## config.mk

```make
export PLATFORM = sky130hd
export DESIGN_NAME = serial_sorter_flat
export DESIGN_NICKNAME = d
export VERILOG_FILES = /design/src/rtl/serial_sorter_pkg.sv /design/src/rtl/serial_sorter_if.sv /design/src/rtl/serial_sorter_cas_unit.sv /design/src/rtl/serial_sorter.sv /design/src/flat_wrapper.sv
export SDC_FILE = /design/constraint.sdc
export NUM_CORES = 1
export LEC_CHECK = 0
export BUFFER_PORTS_ARGS = -buffer_cell sky130_fd_sc_hd__buf_2
export CAP_MARGIN = 20
export CELL_PAD_IN_SITES_DETAIL_PLACEMENT = 1
export CELL_PAD_IN_SITES_GLOBAL_PLACEMENT = 1
export CORE_MARGIN = 3
export CORE_UTILIZATION = 25
export DETAILED_ROUTE_END_ITERATION = 10
export PLACE_DENSITY = 0.59
export SETUP_SLACK_MARGIN = 0.05
export SKIP_LAST_GASP = 1
export SLEW_MARGIN = 25
export SYNTH_ARGS = -nofsm -noshare
export SYNTH_HDL_FRONTEND = slang
export SYNTH_SLANG_ARGS = --single-unit
export TNS_END_PERCENT = 100
```

## constraint.sdc

```tcl
create_clock -name clk -period 4.13 [get_ports clk]
set_clock_uncertainty 0.2 [all_clocks]
set_input_delay 0.6195 -clock clk [delete_from_list [all_inputs] [get_ports clk]]
set_output_delay 0.6195 -clock clk [all_outputs]
set_load 0.01 [all_outputs]
```

## src/rtl/serial_sorter_pkg.sv

```systemverilog
// Shared definitions for the serial sorter: default sizes, state encoding
// and the swap-counter width derivation.
package serial_sorter_pkg;

  localparam int DEF_WIDTH = 3;
  localparam int DEF_DEPTH = 4;

  typedef enum logic [1:0] {
    LOAD  = 2'd0,
    SORT  = 2'd1,
    DRAIN = 2'd2
  } state_t;

  // Widest possible swap total is the batch's maximum inversion count.
  function automatic int cnt_w(input int depth);
    return $clog2(depth * (depth - 1) / 2 + 1);
  endfunction

endpackage

```

## src/rtl/serial_sorter_if.sv

```systemverilog
// Stream bundle for the serial sorter: input word stream, sorted output
// stream and status.
interface serial_sorter_if
  import serial_sorter_pkg::*;
#(
  parameter int WIDTH = DEF_WIDTH,
  parameter int DEPTH = DEF_DEPTH
);
  localparam int CNT_W = cnt_w(DEPTH);

  logic [WIDTH-1:0] in_data;
  logic             in_valid;
  logic             in_ready;
  logic [WIDTH-1:0] out_data;
  logic             out_valid;
  logic             out_ready;
  logic             busy;
  logic [CNT_W-1:0] swap_cnt;

  modport slave (
    input  in_data, in_valid, out_ready,
    output in_ready, out_data, out_valid, busy, swap_cnt
  );

  modport master (
    output in_data, in_valid, out_ready,
    input  in_ready, out_data, out_valid, busy, swap_cnt
  );

endinterface

```

## src/rtl/serial_sorter_cas_unit.sv

```systemverilog
// Combinational compare-and-swap element: orders two unsigned words and
// flags whether they were out of order.
module cas_unit #(
  parameter int WIDTH = 3
) (
  input  logic [WIDTH-1:0] a,
  input  logic [WIDTH-1:0] b,
  output logic [WIDTH-1:0] lo,
  output logic [WIDTH-1:0] hi,
  output logic             swp
);

  assign swp = (a > b);
  assign lo  = swp ? b : a;
  assign hi  = swp ? a : b;

endmodule

```

## src/rtl/serial_sorter.sv

```systemverilog
// Batch sorter: loads DEPTH words, runs DEPTH odd-even transposition phases,
// then streams the words out smallest first with the batch swap count.
module serial_sorter
  import serial_sorter_pkg::*;
#(
  parameter int WIDTH = DEF_WIDTH,
  parameter int DEPTH = DEF_DEPTH
) (
  input  logic            clk,
  input  logic            rst,
  serial_sorter_if.slave  bus
);

  localparam int CNT_W = cnt_w(DEPTH);
  localparam int IDX_W = $clog2(DEPTH);
  localparam int NPAIR = DEPTH / 2;
  localparam logic [IDX_W-1:0] LAST_IDX = IDX_W'(DEPTH - 1);

  state_t           state_reg, state_next;
  logic [IDX_W-1:0] idx_reg;
  logic [IDX_W-1:0] phase_reg;
  logic [CNT_W-1:0] swap_cnt_reg;
  logic [CNT_W-1:0] phase_swaps;
  logic [WIDTH-1:0] mem_reg    [DEPTH];
  logic [WIDTH-1:0] sorted_val [DEPTH];
  logic [WIDTH-1:0] cas_a [NPAIR];
  logic [WIDTH-1:0] cas_b [NPAIR];
  logic [WIDTH-1:0] cas_lo [NPAIR];
  logic [WIDTH-1:0] cas_hi [NPAIR];
  logic [NPAIR-1:0] cas_swp;
  logic             phase_odd;

  assign phase_odd = phase_reg[0];

  // Pair gi compares (2gi,2gi+1) on even phases and (2gi+1,2gi+2) on odd
  // phases; a pair with no right partner compares an element with itself.
  for (genvar gi = 0; gi < NPAIR; gi++) begin : g_pair
    localparam int OB = (2 * gi + 2 < DEPTH) ? 2 * gi + 2 : 2 * gi + 1;
    assign cas_a[gi] = phase_odd ? mem_reg[2*gi+1] : mem_reg[2*gi];
    assign cas_b[gi] = phase_odd ? mem_reg[OB]     : mem_reg[2*gi+1];
    cas_unit #(.WIDTH(WIDTH)) u_cas (
      .a   (cas_a[gi]),
      .b   (cas_b[gi]),
      .lo  (cas_lo[gi]),
      .hi  (cas_hi[gi]),
      .swp (cas_swp[gi])
    );
  end

  for (genvar gi = 0; gi < DEPTH; gi++) begin : g_elem
    if (gi % 2 == 0) begin : g_even
      if (gi + 1 < DEPTH && gi > 0) begin : g_both
        assign sorted_val[gi] = phase_odd ? cas_hi[gi/2-1] : cas_lo[gi/2];
      end else if (gi + 1 < DEPTH) begin : g_first
        assign sorted_val[gi] = phase_odd ? mem_reg[gi] : cas_lo[gi/2];
      end else begin : g_tail
        assign sorted_val[gi] = phase_odd ? cas_hi[gi/2-1] : mem_reg[gi];
      end
    end else begin : g_odd
      if (gi + 1 < DEPTH) begin : g_mid
        assign sorted_val[gi] = phase_odd ? cas_lo[(gi-1)/2] : cas_hi[(gi-1)/2];
      end else begin : g_tail
        assign sorted_val[gi] = phase_odd ? mem_reg[gi] : cas_hi[(gi-1)/2];
      end
    end
  end

  always_comb begin
    phase_swaps = '0;
    for (int k = 0; k < NPAIR; k++) begin
      phase_swaps = phase_swaps + CNT_W'(cas_swp[k]);
    end
  end

  always_ff @(posedge clk) begin
    if (rst) state_reg <= LOAD;
    else     state_reg <= state_next;
  end

  always_comb begin
    state_next    = state_reg;
    bus.in_ready  = 1'b0;
    bus.out_valid = 1'b0;
    bus.busy      = 1'b0;
    bus.out_data  = '0;
    unique case (state_reg)
      LOAD: begin
        bus.in_ready = 1'b1;
        if (bus.in_valid && idx_reg == LAST_IDX) state_next = SORT;
      end
      SORT: begin
        bus.busy = 1'b1;
        if (phase_reg == LAST_IDX) state_next = DRAIN;
      end
      DRAIN: begin
        bus.busy      = 1'b1;
        bus.out_valid = 1'b1;
        bus.out_data  = mem_reg[idx_reg];
        if (bus.out_ready && idx_reg == LAST_IDX) state_next = LOAD;
      end
      default: state_next = LOAD;
    endcase
  end

  always_ff @(posedge clk) begin
    if (rst) begin
      idx_reg      <= '0;
      phase_reg    <= '0;
      swap_cnt_reg <= '0;
    end else begin
      unique case (state_reg)
        LOAD: if (bus.in_valid) begin
          mem_reg[idx_reg] <= bus.in_data;
          if (idx_reg == LAST_IDX) begin
            idx_reg      <= '0;
            phase_reg    <= '0;
            swap_cnt_reg <= '0;
          end else begin
            idx_reg <= idx_reg + 1'b1;
          end
        end
        SORT: begin
          for (int i = 0; i < DEPTH; i++) mem_reg[i] <= sorted_val[i];
          swap_cnt_reg <= swap_cnt_reg + phase_swaps;
          phase_reg    <= (phase_reg == LAST_IDX) ? '0 : phase_reg + 1'b1;
        end
        DRAIN: if (bus.out_ready) begin
          idx_reg <= (idx_reg == LAST_IDX) ? '0 : idx_reg + 1'b1;
        end
        default: idx_reg <= '0;
      endcase
    end
  end

  assign bus.swap_cnt = swap_cnt_reg;

endmodule

```

## src/flat_wrapper.sv

```systemverilog
// flat-port wrapper written by rule: the top's interface ports become plain ports
module serial_sorter_flat import serial_sorter_pkg::*;
#(
  parameter int WIDTH = DEF_WIDTH,
  parameter int DEPTH = DEF_DEPTH
)
  (clk, rst, bus_in_data, bus_in_valid, bus_out_ready, bus_in_ready, bus_out_data, bus_out_valid, bus_busy, bus_swap_cnt);
  serial_sorter_if #(.WIDTH(WIDTH), .DEPTH(DEPTH)) bus_i ();
  input  logic clk;
  input  logic rst;
  input wire logic [$bits(bus_i.in_data)-1:0] bus_in_data;
  input wire logic [$bits(bus_i.in_valid)-1:0] bus_in_valid;
  input wire logic [$bits(bus_i.out_ready)-1:0] bus_out_ready;
  output wire logic [$bits(bus_i.in_ready)-1:0] bus_in_ready;
  output wire logic [$bits(bus_i.out_data)-1:0] bus_out_data;
  output wire logic [$bits(bus_i.out_valid)-1:0] bus_out_valid;
  output wire logic [$bits(bus_i.busy)-1:0] bus_busy;
  output wire logic [$bits(bus_i.swap_cnt)-1:0] bus_swap_cnt;
  assign bus_i.in_data = bus_in_data;
  assign bus_i.in_valid = bus_in_valid;
  assign bus_i.out_ready = bus_out_ready;
  assign bus_in_ready = bus_i.in_ready;
  assign bus_out_data = bus_i.out_data;
  assign bus_out_valid = bus_i.out_valid;
  assign bus_busy = bus_i.busy;
  assign bus_swap_cnt = bus_i.swap_cnt;
  serial_sorter #(.WIDTH(WIDTH), .DEPTH(DEPTH)) u_core (.clk(clk), .rst(rst), .bus(bus_i));
endmodule
```

=== Word level (Yosys, flattened, before mapping) ===
Memory sizes are Yosys's and may differ from the RTL's. A register that Yosys moved wholly into a read port is not among the register bits.
Index checks and enable logic that the tools add are counted.
Widths: inputs -> output; s select.

* Bits of input ports: 7
* Memories: 1
* Flip-flop bits (word level): 9
* Logic and storage cells: 73
* Memory bits (writable): 12

* $add $sub $neg: 4
* $lt $le $gt $ge: 2
* Reductions and logical operators: 9
* Bitwise logic cells: 1
* Equality and inequality tests: 10
* Muxes and demuxes: 42

{| class="wikitable"
|+ Memories
! name !! depth !! bits a word !! read ports !! clocked after Yosys merged registers in !! wr ports !! line !! text
|-
| u_core.mem_reg || 4 || 3 || 5 || 1 || 4 || serial_sorter.sv:24 || <nowiki>logic [WIDTH-1:0] mem_reg [DEPTH];</nowiki>
|}

{| class="wikitable"
|+ Operators with widths
! operator !! count
|-
| $mux 3 || 15
|-
| $mux 2 || 12
|-
| $pmux 2 s3 || 2
|-
| $mux 1 || 11
|-
| $reduce_and 3->1 || 3
|-
| $ne 2x1->1 const B || 4
|-
| $eq 2x2->1 const B || 3
|-
| $gt 3x3->1 || 2
|-
| $pmux 3 s2 || 1
|-
| $add 2x1->2 const B || 2
|-
| $ne 2x2->1 const B || 2
|-
| $pmux 2 s2 || 1
|-
| $add 3x3->3 || 1
|-
| $reduce_or 3->1 || 1
|-
| $add 1x1->2 || 1
|-
| $eq 2x1->1 const B || 1
|-
| $logic_and 1x1->1 || 2
|-
| $logic_not 2->1 || 1
|-
| $reduce_bool 2->1 || 1
|-
| $reduce_or 2->1 || 1
|-
| $not 1->1 || 1
|}

=== Longest topological paths before layout ===
* Word-level depth: 6
* Depth in mapped cells: 15

=== Cells and area by module ===
A second synthesis with hierarchy kept.

* Cell total of the unflattened synthesis: 174
* Area, all modules: 1727.9 um^2

{| class="wikitable"
|+ By module, submodules not included
! module !! seq. area each (um^2) !! cells each !! area each (um^2) !! instances
|-
| serial_sorter || 580.6 || 138 || 1395.1 || 1
|-
| cas_unit || 0.0 || 18 || 166.4 || 2
|}

=== Worst setup path after synthesis ===
OpenSTA, ideal clock, no wires.

* Path type: reg2reg
* Start point: register u_core.phase_reg[0]
* End point: register u_core.swap_cnt_reg[1] (netlist: u_core.bus.swap_cnt[1])
* Cell stages (with the launch flop): 16
* Setup time: 0.128 ns
* Data arrival time: 3.032 ns
* Slack: 0.770 ns
* Data required time: 3.802 ns
* Clock period less this slack: 3.360 ns
* Cells stage by stage: dfxtp_1 buf_2 buf_2 mux2_2 ha_1 nor2b_4 or2_4 a21oi_1 nor2_1 ha_1 ha_1 inv_1 fa_1 nor2_1 a31oi_1 nor2_1

* Word-level cells in the longest chain between the ends: 5
* Elaborated cells between the ends (all ways): 8
* Classes of those cells: add/sub (2); order compare (2); mux (4)

{| class="wikitable"
|+ Ends and longest elaborated chain
! what !! line !! text
|-
| start, declared || serial_sorter.sv:21 || <nowiki>logic [IDX_W-1:0] phase_reg;</nowiki>
|-
| start signal, assigned || serial_sorter.sv:125 || <nowiki>phase_reg <= (phase_reg == LAST_IDX) ? '0 : phase_reg + 1'b1;</nowiki>
|-
| $mux 3 (on tied branches) || serial_sorter.sv:39, serial_sorter.sv:40 ||
|-
| $gt 3x3->1 || serial_sorter_cas_unit.sv:13 || <nowiki>assign swp = (a > b);</nowiki>
|-
| $add 1x1->2 (*) || serial_sorter.sv:71 || <nowiki>phase_swaps = phase_swaps + CNT_W'(cas_swp[k]);</nowiki>
|-
| $add 3x3->3 (*) || serial_sorter.sv:124 || <nowiki>swap_cnt_reg <= swap_cnt_reg + phase_swaps;</nowiki>
|-
| $pmux 3 s2 (*) || serial_sorter.sv:111 || <nowiki>unique case (state_reg)</nowiki>
|-
| end signal, assigned || serial_sorter.sv:124 ||
|-
| end, declared || serial_sorter.sv:22 || <nowiki>logic [CNT_W-1:0] swap_cnt_reg;</nowiki>
|}

Mark *: on every way between the ends. The rest lies on a longest branch, timed or not.
A chain may end at the register's enable or synchronous reset.

=== Worst setup path in the final report ===
Same ends and word-level chain as after synthesis.

==> metrics.csv <==
metric;value;unit
pwr/cell area;367;nW/um^2
Setup crit start kind;flip-flop;
Top delay family on crit path;adder cells;
IO Pins;16;
Syn Nets;229;
TritonCTS Buffers;3;
initial core utilization;26.0;%
IO buf count;15;
Slew @ Worst Pin;0.740;ns
DR pass1 iterations;4;
P&R area growth vs syn;13.8;%
slowest cell on the critical path;dfxtp_1;
WP buf/inv;2;
H-tree depth;1;
RSZ-0062 raised after global routing;false;
Clock Sinks;23;
largest net degree at the start of global routing;15;
Cell variety after synth;44;
crit-path cells;buf_4 > nand2_1 > a21boi_0 > ha_1 > a21oi_1 > a21oi_4 > ha_1 > ha_1 > inv_1 > fa_1 > nor2_1 > a31oi_1 > nor2_1;
Core Util, Final;29.6;%
FF+latch area;581;sq um
Leakage;0.000777;uW
Final period util;81.9;%
final slew viol count;0;
area of the multi-input gates;1130;sq um
GRT overflow;0;
final net count;246;
setup_tns;0;ns
global-route wire length before repair;8430;um
clock transition at the registers of the reported paths;0.10;ns
initial antenna violation count;0;
setup violators final;0;
fill count;837;
Root Buffer;clkbuf_8;
hold buffers post-CTS;0;
GPL Wtd Cong;0.846;
antenna violation net count after detailed routing;0;
min-delay worst type;reg2reg;
WL/cell;15.5;um
Avg Cell Area, Syn;8.58;sq um
critical path data arrival time;3.35;ns
PostCTS Resize Cnt;0;
row count;30;
final HPWL from detailed placement;3860;um
routed wire length;4950;um
relative slew slack;50.1;%
peak supply drop;0.206;mV
clk buf depth;2;
ys async rst share;0;%
worst setup path class;reg2reg;
max FFs per register;12;
vias in the first global route;1640;
Seq/Total Area, Yosys;32.5;%
top_reg_cell synth;edfxtp_1;
Die Height;90.5;um
die footprint;8190;sq um
WP data required;4.10;ns
status;complete, no violations;
First DRT Iteration DRCs;76;
layout cell share with drive strength beyond 1;15.6;%
vias;1573;
most common cell after layout, fill and taps aside;nand2_1;
commonest non-fill, non-tap cells in the layout;26 x nand2_1, 20 x a21oi_1, 17 x o21ai_0, 15 x inv_1, 15 x buf_2;
Core ar.;6870;sq um
vias per cell;4.92;
cell mode on critical path;ha_1;
Hold Fails Final Rpt;0;
CTS tree;done;
Synth Warn #;0;
Tmin final;3.38;ns
Max Cap Viol;0;
Critical Path Max Stage Delay;0.48;ns
worst skew pair latency;0.28;ns
CP Capture Type;flip-flop;
Crit Path Max Fanout;14;
Post-Syn Area;1790;sq um
Die Wd;90.5;um
all-layer global routing usage;12.6;%
EDFF count, synth;12;
Post-Syn Instances;208;
register bit total from synthesis;23;
# diodes;0;
post-CTS setup buffers;0;
fmax;296;MHz
DR DRC count;0;
-- cells by family after synthesis --
group                    after synthesis  synth area share, %
AND/OR/NAND/NOR                       76                 21.1
AO/OA/AOI/OAI                         61                 21.9
flip-flops                            23                 32.5
buffers and inverters                 21                 4.70
adder cells (fa/ha/maj)               14                 10.2
multiplexers                          13                 9.60
-- where the power goes --
group          total, uW  switching [uW]  internal, uW  leakage [uW]
clock                154            85.4          68.6     0.0000217
combinational        281             157           125      0.000556
sequential           310            35.6           274      0.000199
total                745             278           467      0.000777
-- per-stage QoR --
step	hold slack, ns	instance area, sq um	cells	worst slack [ns]	power, uW
after global placement	0.235	1980	316	0.749	595
final	0.258	2030	320	0.747	745
after floorplan	0.252	1790	208	0.770	513
after global routing	0.282	2030	320	0.516	803
after CTS	0.262	2030	320	0.734	755
after detailed placement	0.243	1980	316	0.751	597
-- synthesized netlist by cell type, drive strengths merged, types with 2 or more instances --
master | n | area (sq um)
mux2 | 3 | 33.8
edfxtp | 12 | 360
nand3b | 2 | 15.0
nor3b | 2 | 15.0
mux2i | 7 | 70.1
buf | 4 | 20.0
nand2b | 5 | 31.3
o21ai | 18 | 90.1
and2 | 5 | 31.3
inv | 15 | 56.3
mux4 | 3 | 67.6
a31oi | 4 | 25.0
nor3 | 4 | 20.0
a21oi | 21 | 116
nor2b | 4 | 32.5
ha | 13 | 163
dfxtp | 11 | 220
nor2 | 14 | 52.6
a21boi | 4 | 30.0
clkbuf | 2 | 7.51
nand2 | 26 | 97.6
nand3 | 9 | 45.0
a211oi | 3 | 27.5
-- routing by layer --
layer	track usage, %	part of all wire, %	up-vias
met3	1.42	2.0	5
met1	18.0	51	764
met5	0	0	-
met2	20.3	46	17
li1	-	-	787
met4	3.06	0.97	0
-- worst paths after layout --
kind	from	cells after the start	slack [ns]	to
setup / recovery	u_core.phase_reg[0]$_SDFFE_PP0P_	13	0.75	u_core.bus.swap_cnt[1]$_SDFFE_PP0P_
hold / removal	u_core.bus.swap_cnt[2]$_SDFFE_PP0P_	1	0.26	u_core.bus.swap_cnt[2]$_SDFFE_PP0P_
setup reg to reg	u_core.phase_reg[0]$_SDFFE_PP0P_	13	0.75	u_core.bus.swap_cnt[1]$_SDFFE_PP0P_
hold reg to reg	u_core.bus.swap_cnt[2]$_SDFFE_PP0P_	1	0.26	u_core.bus.swap_cnt[2]$_SDFFE_PP0P_
-- layout make-up --
class	count	share of cell area (%)
inverter	15	2.77
clock inverter	1	0.369
sequential	23	28.6
tap	96	5.91
clock buffer	3	2.03
multi-input combinational	164	55.5
timing repair buffer	18	4.80
(Power assumes the default switching activity.)
